**src/rtl/reg_file_rename_pkg.sv**
```systemverilog
// Shared definitions for the renamed architectural register file.
// Default widths here size the top; the typedefs describe the default configuration.
package reg_file_rename_pkg;

    localparam int unsigned DEF_DATA_W    = 32;
    localparam int unsigned DEF_REG_IDX_W = 5;
    localparam int unsigned DEF_ROB_IDX_W = 4;

    localparam int unsigned REG_COUNT = 2 ** DEF_REG_IDX_W;

    localparam logic TRUE  = 1'b1;
    localparam logic FALSE = 1'b0;

    typedef logic [DEF_DATA_W-1:0]    data_type_t;
    typedef logic [DEF_REG_IDX_W-1:0] reg_index_type_t;
    typedef logic [DEF_ROB_IDX_W-1:0] rob_index_type_t;

endpackage

```
**src/rtl/reg_file_rename_reg_read_port.sv**
```systemverilog
// One operand read port: x0 forcing plus same-cycle bypass of a matching ROB commit.
// Purely combinational; the top hands in the state slice for the addressed register.
module reg_read_port
    import reg_file_rename_pkg::*;
#(
    parameter int unsigned DATA_W    = DEF_DATA_W,
    parameter int unsigned REG_IDX_W = DEF_REG_IDX_W,
    parameter int unsigned ROB_IDX_W = DEF_ROB_IDX_W
) (
    input  logic [REG_IDX_W-1:0] rs_index,
    input  logic [DATA_W-1:0]    st_val,
    input  logic                 st_busy,
    input  logic [ROB_IDX_W-1:0] st_tag,
    input  logic                 rob_commit,
    input  logic [ROB_IDX_W-1:0] rob_commit_rob_index,
    input  logic [REG_IDX_W-1:0] rob_commit_rd,
    input  logic [DATA_W-1:0]    rob_commit_val,
    output logic                 rs_busy,
    output logic [ROB_IDX_W-1:0] rs_tag,
    output logic [DATA_W-1:0]    rs_val
);

    logic is_x0;
    logic bypass_hit;

    always_comb begin
        is_x0      = (rs_index == '0);
        // Only the exact producer's commit may resolve a busy operand.
        bypass_hit = rob_commit && (rob_commit_rd == rs_index) && !is_x0 && st_busy &&
                     (st_tag == rob_commit_rob_index);
    end

    always_comb begin
        rs_busy = st_busy;
        rs_tag  = st_tag;
        rs_val  = st_val;
        if (is_x0) begin
            rs_busy = FALSE;
            rs_tag  = '0;
            rs_val  = '0;
        end else if (bypass_hit) begin
            rs_busy = FALSE;
            rs_val  = rob_commit_val;
        end
    end

endmodule

```
**src/rtl/reg_file_rename.sv**
```systemverilog
// Architectural register file with per-register rename tags, fed by ROB commit/flush
// and queried/renamed by the decoder. x0 is hardwired to zero and never renamed.
module reg_file_rename
    import reg_file_rename_pkg::*;
#(
    parameter int unsigned DATA_W    = DEF_DATA_W,
    parameter int unsigned REG_IDX_W = DEF_REG_IDX_W,
    parameter int unsigned ROB_IDX_W = DEF_ROB_IDX_W
) (
    input  logic                 clk_in,
    input  logic                 rst_in,
    input  logic                 rdy_in,
    input  logic                 flush_in,
    input  logic                 rob_commit,
    input  logic [ROB_IDX_W-1:0] rob_commit_rob_index,
    input  logic [REG_IDX_W-1:0] rob_commit_rd,
    input  logic [DATA_W-1:0]    rob_commit_val,
    input  logic                 dc_rename_valid,
    input  logic [REG_IDX_W-1:0] dc_rename_rd,
    input  logic [ROB_IDX_W-1:0] dc_rename_rob_index,
    input  logic [REG_IDX_W-1:0] dc_rs1_index,
    input  logic [REG_IDX_W-1:0] dc_rs2_index,
    output logic                 rs1_busy,
    output logic [ROB_IDX_W-1:0] rs1_tag,
    output logic [DATA_W-1:0]    rs1_val,
    output logic                 rs2_busy,
    output logic [ROB_IDX_W-1:0] rs2_tag,
    output logic [DATA_W-1:0]    rs2_val
);

    localparam int unsigned NumRegs = 2 ** REG_IDX_W;

    logic [DATA_W-1:0]    val_q  [NumRegs];
    logic [DATA_W-1:0]    val_d  [NumRegs];
    logic [ROB_IDX_W-1:0] tag_q  [NumRegs];
    logic [ROB_IDX_W-1:0] tag_d  [NumRegs];
    logic [NumRegs-1:0]   busy_q;
    logic [NumRegs-1:0]   busy_d;

    logic commit_en;
    logic commit_clears;
    logic rename_en;

    always_comb begin
        commit_en     = rob_commit && (rob_commit_rd != '0);
        // A mismatched tag means a younger rename owns the register; keep it busy.
        commit_clears = commit_en && (tag_q[rob_commit_rd] == rob_commit_rob_index);
        rename_en     = rdy_in && !flush_in && dc_rename_valid && (dc_rename_rd != '0);
    end

    // Priority: commit, then flush clears all busy, then rename wins over both.
    always_comb begin
        val_d  = val_q;
        tag_d  = tag_q;
        busy_d = busy_q;

        if (commit_en) begin
            val_d[rob_commit_rd] = rob_commit_val;
            if (commit_clears) begin
                busy_d[rob_commit_rd] = FALSE;
            end
        end

        if (flush_in) begin
            busy_d = '0;
        end

        if (rename_en) begin
            busy_d[dc_rename_rd] = TRUE;
            tag_d[dc_rename_rd]  = dc_rename_rob_index;
        end
    end

    always_ff @(posedge clk_in or posedge rst_in) begin
        if (rst_in) begin
            busy_q <= '0;
            for (int i = 0; i < int'(NumRegs); i++) begin
                val_q[i] <= '0;
                tag_q[i] <= '0;
            end
        end else begin
            busy_q <= busy_d;
            for (int i = 0; i < int'(NumRegs); i++) begin
                val_q[i] <= val_d[i];
                tag_q[i] <= tag_d[i];
            end
        end
    end

    reg_read_port #(
        .DATA_W    (DATA_W),
        .REG_IDX_W (REG_IDX_W),
        .ROB_IDX_W (ROB_IDX_W)
    ) u_rs1_port (
        .rs_index             (dc_rs1_index),
        .st_val               (val_q[dc_rs1_index]),
        .st_busy              (busy_q[dc_rs1_index]),
        .st_tag               (tag_q[dc_rs1_index]),
        .rob_commit           (rob_commit),
        .rob_commit_rob_index (rob_commit_rob_index),
        .rob_commit_rd        (rob_commit_rd),
        .rob_commit_val       (rob_commit_val),
        .rs_busy              (rs1_busy),
        .rs_tag               (rs1_tag),
        .rs_val               (rs1_val)
    );

    reg_read_port #(
        .DATA_W    (DATA_W),
        .REG_IDX_W (REG_IDX_W),
        .ROB_IDX_W (ROB_IDX_W)
    ) u_rs2_port (
        .rs_index             (dc_rs2_index),
        .st_val               (val_q[dc_rs2_index]),
        .st_busy              (busy_q[dc_rs2_index]),
        .st_tag               (tag_q[dc_rs2_index]),
        .rob_commit           (rob_commit),
        .rob_commit_rob_index (rob_commit_rob_index),
        .rob_commit_rd        (rob_commit_rd),
        .rob_commit_val       (rob_commit_val),
        .rs_busy              (rs2_busy),
        .rs_tag               (rs2_tag),
        .rs_val               (rs2_val)
    );

endmodule

```
**config.mk**
```make
export PLATFORM = sky130hd
export DESIGN_NAME = reg_file_rename
export DESIGN_NICKNAME = d
export VERILOG_FILES = /design/src/rtl/reg_file_rename_pkg.sv /design/src/rtl/reg_file_rename_reg_read_port.sv /design/src/rtl/reg_file_rename.sv
export SDC_FILE = /design/constraint.sdc
export NUM_CORES = 2
export LEC_CHECK = 0
export BUFFER_PORTS_ARGS = -buffer_cell sky130_fd_sc_hd__buf_2
export CORE_MARGIN = 2
export CORE_UTILIZATION = 56
export DETAILED_ROUTE_END_ITERATION = 7
export PLACE_DENSITY = 0.8
export SLEW_MARGIN = 10
export SYNTH_ARGS = -nofsm -noshare
export SYNTH_HDL_FRONTEND = slang
export SYNTH_SLANG_ARGS = --single-unit
```
**constraint.sdc**
```tcl
create_clock -name clk_in -period 33.5 [get_ports clk_in]
set_input_delay 1.675 -clock clk_in [delete_from_list [all_inputs] [get_ports clk_in]]
set_output_delay 1.675 -clock clk_in [all_outputs]
set_load 0.02 [all_outputs]
```
==> out/metrics.yaml <==
max_freq_mhz: 118
clockBufferDepth: 3
switching_power_mw: 1.18
final.setup.worst_slack_ns: 25.04
intPower_mw: 3.05
final_cell_mix: "1184 x dfrtp_1, 1155 x mux2_2, 723 x mux4_2, 187 x nand2_1, 132 x buf_2"
synth_xor_xnor_area_share_pct: 0.255
cts_tree: "done"
grt_pass1_vias: 43500
avgSynthCellArea_um2: 15.3
crit_path_start: "dc_rs1_index[1]"
grt_overflow: 0
synth-edff-count: 0
io_pins: 140
place_congestion: 0.936
power.density_nw_per_um2: 59.4
swShare_pct: 28.0
max-slew-margin-rel_pct: 14.5
end_kind: "output port"
yosys_warnings: 0
dr.pass1.iters: 8
finalCriticalPeriod_ns: 8.46
clock_sinks: 1184
finalClockSkew_ns: 0.0474
cts_resized: 0
io_buffers: 139
netlist_top_cells_area: "dfrtp_1 45%, mux4_2 25%, mux2_2 20%"
drc: 1
area_delta_synth_final_pct: 9.31
nets: 4189
cts_buffers: 130
wl_per_cell_um: 33.7
muxShareOfSynthArea_pct: 46.2
violations: "design-rule violations"
crit_path_max_incr_delay_ns: 0.97
grt_pass1_wl_mm: 290
synth_nets: 4336
dieArea_um2: 119000
postCtsHoldBufs: 0
synth-simple-area-share_pct: 3.15
finalCoreUtilization_pct: 61.6
dp_hpwl_mm: 109
syn_area_um2: 65300
via_count: 41800
die_y_um: 345
pre_cts_ws_ns: 25.26
worstSetupPathType: "in2out"
synth_seq_area_share_pct: 45.4
cp.arrival_ns: 6.79
path_clk_slew_ns: 0.06
antenna_found_initial: 13
drv_slew: 0
ys_seq_elements: 1184
grt_max_degree: 172
hold_viol: 0
ir_worst_vdd_mv: 0.0517
grt.total_usage_pct: 32.9
slowest_stage: "buf_4"
final_common_cell: "dfrtp_1"
min_from: "val_q[1018]"
synth_top_area_cell: "dfrtp_1"
synthAdderAreaFrac_pct: 0
final_antenna_net_count: 0
power_frac_clock_pct: 34.6
synth_top_area_share_pct: 45.4
synth_compound_area_share_pct: 2.00
hold_class: "reg2reg"
synth_top_family_by_area: "multiplexers"
coreArea_um2: 116000
start_util_pct: 56.3
cts_root_buffer: "clkbuf_16"
yosysUniqueCellTypes: 54
cp_cell_sequence: "buf_8, buf_4, mux4_2, o221ai_1, nor2_1, nor4_2, xor2_4, nand4_1, a21oi_1, buf_2"
h-tree-depth: 4
die_width_um: 345
leakage_nw: 30.8
p_seq_share_pct: 44.0
clock_latency_ns: 0.75
comb_power_share_pct: 21.4
fillers: 8086
fin_tns_setup_ns: 0
period_share_pct: 25.3
avgViaCountPerCell: 7.28
routed_wl_mm: 194
cp_data_required_time_ns: 31.82
tightest_slew_ns: 1.28
drv_cap: 0
cts_setup_buffers: 0
finalSetupViolCount: 0
syn_inst: 4270
rsz0062_at_grt: "no"
regToRegStartpoint: "tag_q[116]"
synth_ff_type: "dfrtp_1"
row_count: 125
start_kind: "input pin"
drive_gt1_share_pct: 55.8
crit_fanout: 80
drt_first_iter_violations: 5277
synthArstFlopShare_pct: 100
outcome: "finished with violations"
==> worst max-delay path: cells and delay by family <==
family	cells	cell delay (ns)
xor gates and xnor gates	1	0.95
and+or+nand+nor	3	1.06
muxes	1	0.62
buffers and inverters	3	1.81
AOI/OAI and AO/OA	2	0.36
==> layout make-up <==
| cell class | count | area, um^2 | share of cell area, % |
|---|---|---|---|
| tap | 1524 | 1910 | 2.67 |
| multi-input combinational | 2588 | 34000 | 47.7 |
| antenna | 2 | 5.00 | 0.00701 |
| clock inverter | 46 | 588 | 0.824 |
| clock buffer | 186 | 3800 | 5.33 |
| sequential | 1184 | 29600 | 41.5 |
| inverter | 8 | 43.8 | 0.0614 |
| timing repair buffer | 211 | 1340 | 1.88 |
==> cell families after synthesis <==
kind of cell,Yosys count
flip-flops,1184
AO/OA/AOI/OAI,179
XOR/XNOR,19
AND/OR/NAND/NOR,424
multiplexers,1966
buffers and inverters,498
==> per-layer routing <==
layer  up-vias  share of wire (%)  global-route usage (%)
met4        16                5.5                    15.9
met1     22400                 36                    42.2
li1      16400                  -                       -
met5         -              0.055                       0
met2      2463                 47                    50.8
met3       621                 12                    10.8
==> synth_stat cells (14+ instances only) <==
cell type,number
buf_1,85
mux4_2,723
nand2_1,204
nor2b_1,22
nor3_1,14
mux2_2,1155
o31ai_1,36
a31o_1,18
mux2i_1,86
buf_2,45
nor2_1,39
dfrtp_1,1184
nand3_1,28
nand4_1,51
clkbuf_1,354
a21oi_1,36
a22oi_1,23
==> final timing paths <==
check / endpoint / cells after the start / slack (ns)
max reg2reg: busy_q[9] / 7 / 30.46
min: val_q[1018] / 0 / 0.39
min reg2reg: val_q[1018] / 0 / 0.39
max in group asynchronous: val_q[976] / 5 / 29.12
min in group asynchronous: val_q[554] / 2 / 1.08
max: rs1_val[24] / 10 / 25.04
==> state kept, by name (all words and copies together), names as in the netlist <==
| name | count |
|---|---|
| tag_q | 128 |
| busy_q | 32 |
| val_q | 1024 |
==> metrics by stage <==
step	hold WS [ns]	cells	total power [mW]	area, um^2
floorplan	0.441	4270	2.52	65300
global placement	0.376	5515	2.72	66900
CTS	0.397	5747	4.23	71300
detailed placement	0.383	5515	2.77	66900
global route	0.404	5748	4.39	71400
finish	0.393	5749	4.24	71400
==> power by group through the flow <==
| stage | registers (mW) | clock network, mW | logic [mW] |
|---|---|---|---|
| 2_1_floorplan | 1.82 | 0 | 0.702 |
| 3_3_place_gp | 1.85 | 0 | 0.873 |
| 3_5_place_dp | 1.87 | 0 | 0.895 |
| 4_1_cts | 1.85 | 1.48 | 0.901 |
| 5_1_grt | 1.89 | 1.54 | 0.958 |
| 6_report | 1.86 | 1.47 | 0.908 |
Note: power is estimated with default switching activity, not from simulation.
